**config.mk**
```make
export PLATFORM = sky130hd
export DESIGN_NAME = multiplier_seq_flat
export DESIGN_NICKNAME = d
export VERILOG_FILES = /design/src/rtl/multiplier_seq_if.sv /design/src/rtl/multiplier_seq.sv /design/src/flat_wrapper.sv
export SDC_FILE = /design/constraint.sdc
export NUM_CORES = 1
export LEC_CHECK = 0
export ABC_CLOCK_PERIOD_IN_PS = 7400
export CORE_MARGIN = 2
export CORE_UTILIZATION = 49
export DETAILED_ROUTE_END_ITERATION = 12
export PLACE_DENSITY_LB_ADDON = 0.05
export SYNTH_ARGS = -nofsm -noshare
export SYNTH_HDL_FRONTEND = slang
export SYNTH_SLANG_ARGS = --single-unit
```
**constraint.sdc**
```tcl
create_clock -name clk -period 7.4 [get_ports clk]
set_clock_uncertainty 0.2 [all_clocks]
set_input_delay 2.22 -clock clk [delete_from_list [all_inputs] [get_ports clk]]
set_output_delay 2.22 -clock clk [all_outputs]
set_load 0.01 [all_outputs]
```
**src/rtl/multiplier_seq_if.sv**
```systemverilog
// Handshake and data bundle for the sequential Booth multiplier.
// The master drives the request side; the slave (the multiplier) drives status and result.
interface multiplier_seq_if;
    logic         op_start;
    logic         op_clear;
    logic [63:0]  multiplicand;
    logic [63:0]  multiplier;
    logic [127:0] result;
    logic         op_done;
    logic [2:0]   state;
    logic [6:0]   count;

    modport master (
        output op_start, op_clear, multiplicand, multiplier,
        input  result, op_done, state, count
    );

    modport slave (
        input  op_start, op_clear, multiplicand, multiplier,
        output result, op_done, state, count
    );
endinterface

```
**src/rtl/multiplier_seq.sv**
```systemverilog
// Radix-2 Booth signed 64x64 -> 128 multiplier, one Booth step per clock.
// Upper half is kept 65 bits wide so A = -2^63 never overflows the add/subtract.
module multiplier_seq (
    input logic            clk,
    input logic            reset,
    multiplier_seq_if.slave bus
);
    localparam int unsigned W  = 64;
    localparam int unsigned CW = 7;

    typedef enum logic [2:0] {
        IDLE = 3'b000,
        EXEC = 3'b001,
        DONE = 3'b010
    } state_t;

    state_t          state_q, state_n;
    logic [W:0]      hi_q, hi_n;
    logic [W-1:0]    lo_q, lo_n;
    logic [W-1:0]    mcand_q, mcand_n;
    logic [W-1:0]    mplier_q, mplier_n;
    logic            prior_q, prior_n;
    logic [CW-1:0]   count_q, count_n;
    logic [W:0]      addend;
    logic [W:0]      sum;
    logic            bit_c;

    // State and datapath registers
    always_ff @(posedge clk) begin
        if (reset) begin
            state_q  <= IDLE;
            hi_q     <= '0;
            lo_q     <= '0;
            mcand_q  <= '0;
            mplier_q <= '0;
            prior_q  <= 1'b0;
            count_q  <= '0;
        end else begin
            state_q  <= state_n;
            hi_q     <= hi_n;
            lo_q     <= lo_n;
            mcand_q  <= mcand_n;
            mplier_q <= mplier_n;
            prior_q  <= prior_n;
            count_q  <= count_n;
        end
    end

    // Next-state and Booth step; op_clear overrides normal sequencing
    always_comb begin
        state_n  = state_q;
        hi_n     = hi_q;
        lo_n     = lo_q;
        mcand_n  = mcand_q;
        mplier_n = mplier_q;
        prior_n  = prior_q;
        count_n  = count_q;
        addend   = {mcand_q[W-1], mcand_q};
        sum      = hi_q;
        bit_c    = mplier_q[count_q[5:0]];

        if (bus.op_clear) begin
            state_n  = IDLE;
            hi_n     = '0;
            lo_n     = '0;
            mcand_n  = '0;
            mplier_n = '0;
            prior_n  = 1'b0;
            count_n  = '0;
        end else begin
            case (state_q)
                IDLE: begin
                    if (bus.op_start) begin
                        mcand_n  = bus.multiplicand;
                        mplier_n = bus.multiplier;
                        hi_n     = '0;
                        lo_n     = '0;
                        prior_n  = 1'b0;
                        count_n  = '0;
                        state_n  = EXEC;
                    end
                end
                EXEC: begin
                    // One extra cycle after the last step to enter DONE
                    if (count_q == CW'(W)) begin
                        state_n = DONE;
                    end else begin
                        case ({bit_c, prior_q})
                            2'b10:   sum = hi_q - addend;
                            2'b01:   sum = hi_q + addend;
                            default: sum = hi_q;
                        endcase
                        hi_n    = {sum[W], sum[W:1]};
                        lo_n    = {sum[0], lo_q[W-1:1]};
                        prior_n = bit_c;
                        count_n = count_q + CW'(1);
                    end
                end
                DONE: begin
                end
                default: state_n = IDLE;
            endcase
        end
    end

    assign bus.result  = {hi_q[W-1:0], lo_q};
    assign bus.op_done = (state_q == DONE);
    assign bus.state   = state_q;
    assign bus.count   = count_q;
endmodule
```
**src/flat_wrapper.sv**
```systemverilog
// flat-port wrapper written by rule: the top's interface ports become plain ports
module multiplier_seq_flat 
  (clk, reset, bus_op_start, bus_op_clear, bus_multiplicand, bus_multiplier, bus_result, bus_op_done, bus_state, bus_count);
  multiplier_seq_if bus_i ();
  input logic clk;
  input logic reset;
  input wire logic [$bits(bus_i.op_start)-1:0] bus_op_start;
  input wire logic [$bits(bus_i.op_clear)-1:0] bus_op_clear;
  input wire logic [$bits(bus_i.multiplicand)-1:0] bus_multiplicand;
  input wire logic [$bits(bus_i.multiplier)-1:0] bus_multiplier;
  output wire logic [$bits(bus_i.result)-1:0] bus_result;
  output wire logic [$bits(bus_i.op_done)-1:0] bus_op_done;
  output wire logic [$bits(bus_i.state)-1:0] bus_state;
  output wire logic [$bits(bus_i.count)-1:0] bus_count;
  assign bus_i.op_start = bus_op_start;
  assign bus_i.op_clear = bus_op_clear;
  assign bus_i.multiplicand = bus_multiplicand;
  assign bus_i.multiplier = bus_multiplier;
  assign bus_result = bus_i.result;
  assign bus_op_done = bus_i.op_done;
  assign bus_state = bus_i.state;
  assign bus_count = bus_i.count;
  multiplier_seq u_core (.clk(clk), .reset(reset), .bus(bus_i));
endmodule
```
==> impl_metrics.csv, run 1 <==
group,metric,value,unit
cts,numCtsBuffers,29,
cts,clock_latency,0.58,ns
synth,syn_avg_cell_area,7.64,sq um
synth,synthFlopType,"dfxtp_1",
power_and_ir_drop,vdd_drop_max,0.184,mV
power_and_ir_drop,comb_power_share,0.208,
cts,cts.sinks,266,
global_route,grt_busiest_layer,"met2",
detailed_routing,viasPerCell,5.82,
cells_and_area,final_common_cell,"nand2_1",
global_route,grtUsageMet3,0.0479,
sta,fin_hold_ws,0.250,ns
detailed_routing,drc,0,
place,port_buffers,269,
cells_and_area,finalNonFillerCells,2639,
power_and_ir_drop,p_leak,7.24,nW
sta,hold_viol,0,
floorplanning,coreArea,31600,sq um
synth,ys_seq_area_frac,0.340,
cts,clock_path_buffers,3,
detailed_routing,ant_nets,0,
critical_path,worst-r2r-cell-count,18,
power_and_ir_drop,clockPowerShare,0.410,
detailed_routing,wl,48500,um
power_and_ir_drop,switching_power,0.00114,W
sta,rsz0062_at_grt,"false",
critical_path,end_kind,"flop",
synth,syn_area,15700,sq um
place,gp_congestion,0.930,
synth,synthArstFlopShare,0,
run_status,status,"finished, final reports clean",
critical_path,worstPathArrival,6.89,ns
worst_hold_path,hold_path.class,"flop to flop",
sta,report.final.slew_viol_count,0,
synth,postSynthRegisterBits,266,
global_route,antenna_found_initial,2,
global_route,grt_pass1_vias,14500,
critical_path,path_max_fanout,25,
cells_and_area,layout-area-overhead-vs-synth,23.9,%
run,max-cap-violations,0,
global_route,gr-total-overflow,0,
sta,max_freq,0.151,GHz
global_route,grt_max_degree,126,
global_route,grt_usage,0.281,
synth,ys_top_cells_by_area,"dfxtp_1 34%, a21oi_1 11%, nand2_1 10%, ha_1 5.5%, xor2_1 3.9%",
sta,tightest_slew,1.10,ns
synth,synth_nets,2254,
sta,timing.final.crit_share,0.893,
critical_path,worstSetupPathType,"flop to flop",
synth,yosys.area.top_type,"dfxtp_1",
cells_and_area,nets,2416,
sta,period_needed,6.61,ns
critical_path,cp.required,7.68,ns
synth,synth-edff-count,0,
critical_path,cp-start-kind,"flop",
cells_and_area,n_fill_cell,2844,
cts,root_buffer,"clkbuf_16",
synth,synth_top_area_frac,0.340,
cells_and_area,drive_above_1_share,0.0564,
global_route,gr-usage-met1,0.381,
synth,synthCells,2052,
power_and_ir_drop,powerDensity,199,nW/um^2
sta,slew_headroom,0.268,
global_route,grt_pass1_wl,76500,um
power_and_ir_drop,pwr-share-seq,0.383,
floorplanning,die_area,33400,sq um
cts,cts_tree,"built",
worst_hold_path,min_path_cells,2,
cts,cts.htree.levels,1,
floorplanning,initial_core_util,0.497,
power_and_ir_drop,power.share.switching,0.294,
power_and_ir_drop,power,0.00387,W
detailed_routing,drt_iter0_drc,1274,
sta,tns,0,ns
power_and_ir_drop,power.internal,0.00273,W
floorplanning,die_height,183,um
sta,setup_viol_count_final,0,
global_route,met2_usage,0.458,
place,dp_hpwl,35000,um
synth,yosysWarnings,0,
place,dp_cells,2585,
floorplanning,rows,65,
floorplanning,io_pins,271,
detailed_routing,num_vias,15400,
cts,path_clk_slew,0.06,ns
detailed_routing,avgRoutedWirePerCell,18.4,um
cells_and_area,final_cell_mix,"422 x nand2_1, 348 x a21oi_1, 269 x clkdlybuf4s50_1, 265 x dfxtp_1, 117 x nor2_1",
detailed_routing,firstDrtPassIters,6,
floorplanning,fp.dieW,183,um
synth,synth.distinct_cells,85,
-- power groups by stage --
| stage | sequential [W] | clock, W | combinational [W] |
|---|---|---|---|
| after floorplan | 0.00150 | 0 | 0.000576 |
| final | 0.00148 | 0.00159 | 0.000804 |
| after detailed placement | 0.00151 | 0 | 0.000792 |
| after CTS | 0.00148 | 0.00161 | 0.000797 |
| after global placement | 0.00151 | 0 | 0.000791 |
| after global routing | 0.00148 | 0.00167 | 0.000889 |
-- critical path, stage by stage (launching register included) --
cell and delay [ns]:
dfxtp_1 0.91, mux4_2 0.40, mux4_2 0.51, mux4_2 0.50, inv_1 0.08, ha_2 0.57
buf_12 0.23, nor2_1 0.06, xor2_1 0.14, ha_1 0.46, nand4_1 0.33, or3_2 0.57
a2111oi_2 0.25, a211oi_2 0.19, o211ai_2 0.31, a221oi_2 0.14, o41ai_2 0.27, xnor2_1 0.15
a221oi_2 0.23
-- timing repair --
action	CTS	global route
hold endpoints to repair	0	0
resized for setup	0	1
endpoints found under the setup margin	0	2
buffers inserted	0	0
hold buffers	0	0
-- layer usage --
metal  part of all wire  vias to the layer above
met3              0.065                       93
li1                   -                     7562
met4              0.035                        0
met5                  0                        -
met2               0.46                      482
met1               0.44                     7222
-- cells by family after synthesis --
logic type / Yosys count / share of synthesized area
AO/OA/AOI/OAI: 588 / 0.229
AND/OR/NAND/NOR: 790 / 0.220
flip-flops: 266 / 0.340
other: 1 / 0.000239
adder cells (fa/ha/maj): 70 / 0.0564
buffers and inverters: 186 / 0.0510
multiplexers: 25 / 0.0328
XOR/XNOR: 126 / 0.0704
-- state kept, by name, indices dropped and copies added, names as in the netlist --
register,count
u_core.mcand_q,64
u_core.hi_q,64
u_core.bus.count,7
u_core.lo_q,64
u_core.prior_q,1
u_core.mplier_q,64
u_core.bus.state,2
-- final timing paths --
kind                            start                  end  slack, ns
setup / recovery  u_core.bus.count[1]      u_core.hi_q[61]       0.79
hold reg to reg   u_core.mplier_q[58]  u_core.mplier_q[58]       0.25
setup reg to reg  u_core.bus.count[1]      u_core.hi_q[61]       0.79
hold / removal    u_core.mplier_q[58]  u_core.mplier_q[58]       0.25
-- synthesized netlist by cell type, types with 21 or more instances --
| cell type | count |
|---|---|
| inv_1 | 33 |
| nand4_1 | 26 |
| clkbuf_1 | 101 |
| nand2_1 | 423 |
| a21oi_1 | 348 |
| o21ai_0 | 53 |
| dfxtp_1 | 266 |
| buf_2 | 26 |
| a21o_1 | 30 |
| nor3_1 | 36 |
| nand3_1 | 104 |
| mux4_2 | 21 |
| ha_1 | 69 |
| a222oi_1 | 23 |
| xor2_1 | 70 |
| a31oi_1 | 22 |
| nor2_1 | 119 |
| xnor2_1 | 56 |
-- layout make-up --
cell class | instances | area, sq um | share of cell area
Sequential cell | 266 | 5330 | 0.274
Timing Repair Buffer | 284 | 2830 | 0.146
Multi-Input combinational cell | 1600 | 9590 | 0.494
Tap cell | 402 | 503 | 0.0259
Antenna cell | 2 | 5.00 | 0.000258
Clock buffer | 39 | 803 | 0.0414
Inverter | 33 | 124 | 0.00638
Clock inverter | 13 | 236 | 0.0122
-- metrics by stage --
stage	area [sq um]	worst slack, ns	utilization
3_5_place_dp	18400	0.508	0.582
4_1_cts	19400	0.477	0.615
3_3_place_gp	18400	0.544	0.582
5_1_grt	19400	0.410	0.615
6_report	19400	0.791	0.615
2_1_floorplan	15700	1.18	-
Power figures use the tool's default switching activity.
==> inputs of run 2 (changes only) <==
- HOLD_SLACK_MARGIN: unset -> 0.06
==> results of run 2 <==
Final layout, timing and power as in run 1 (identical DEF).
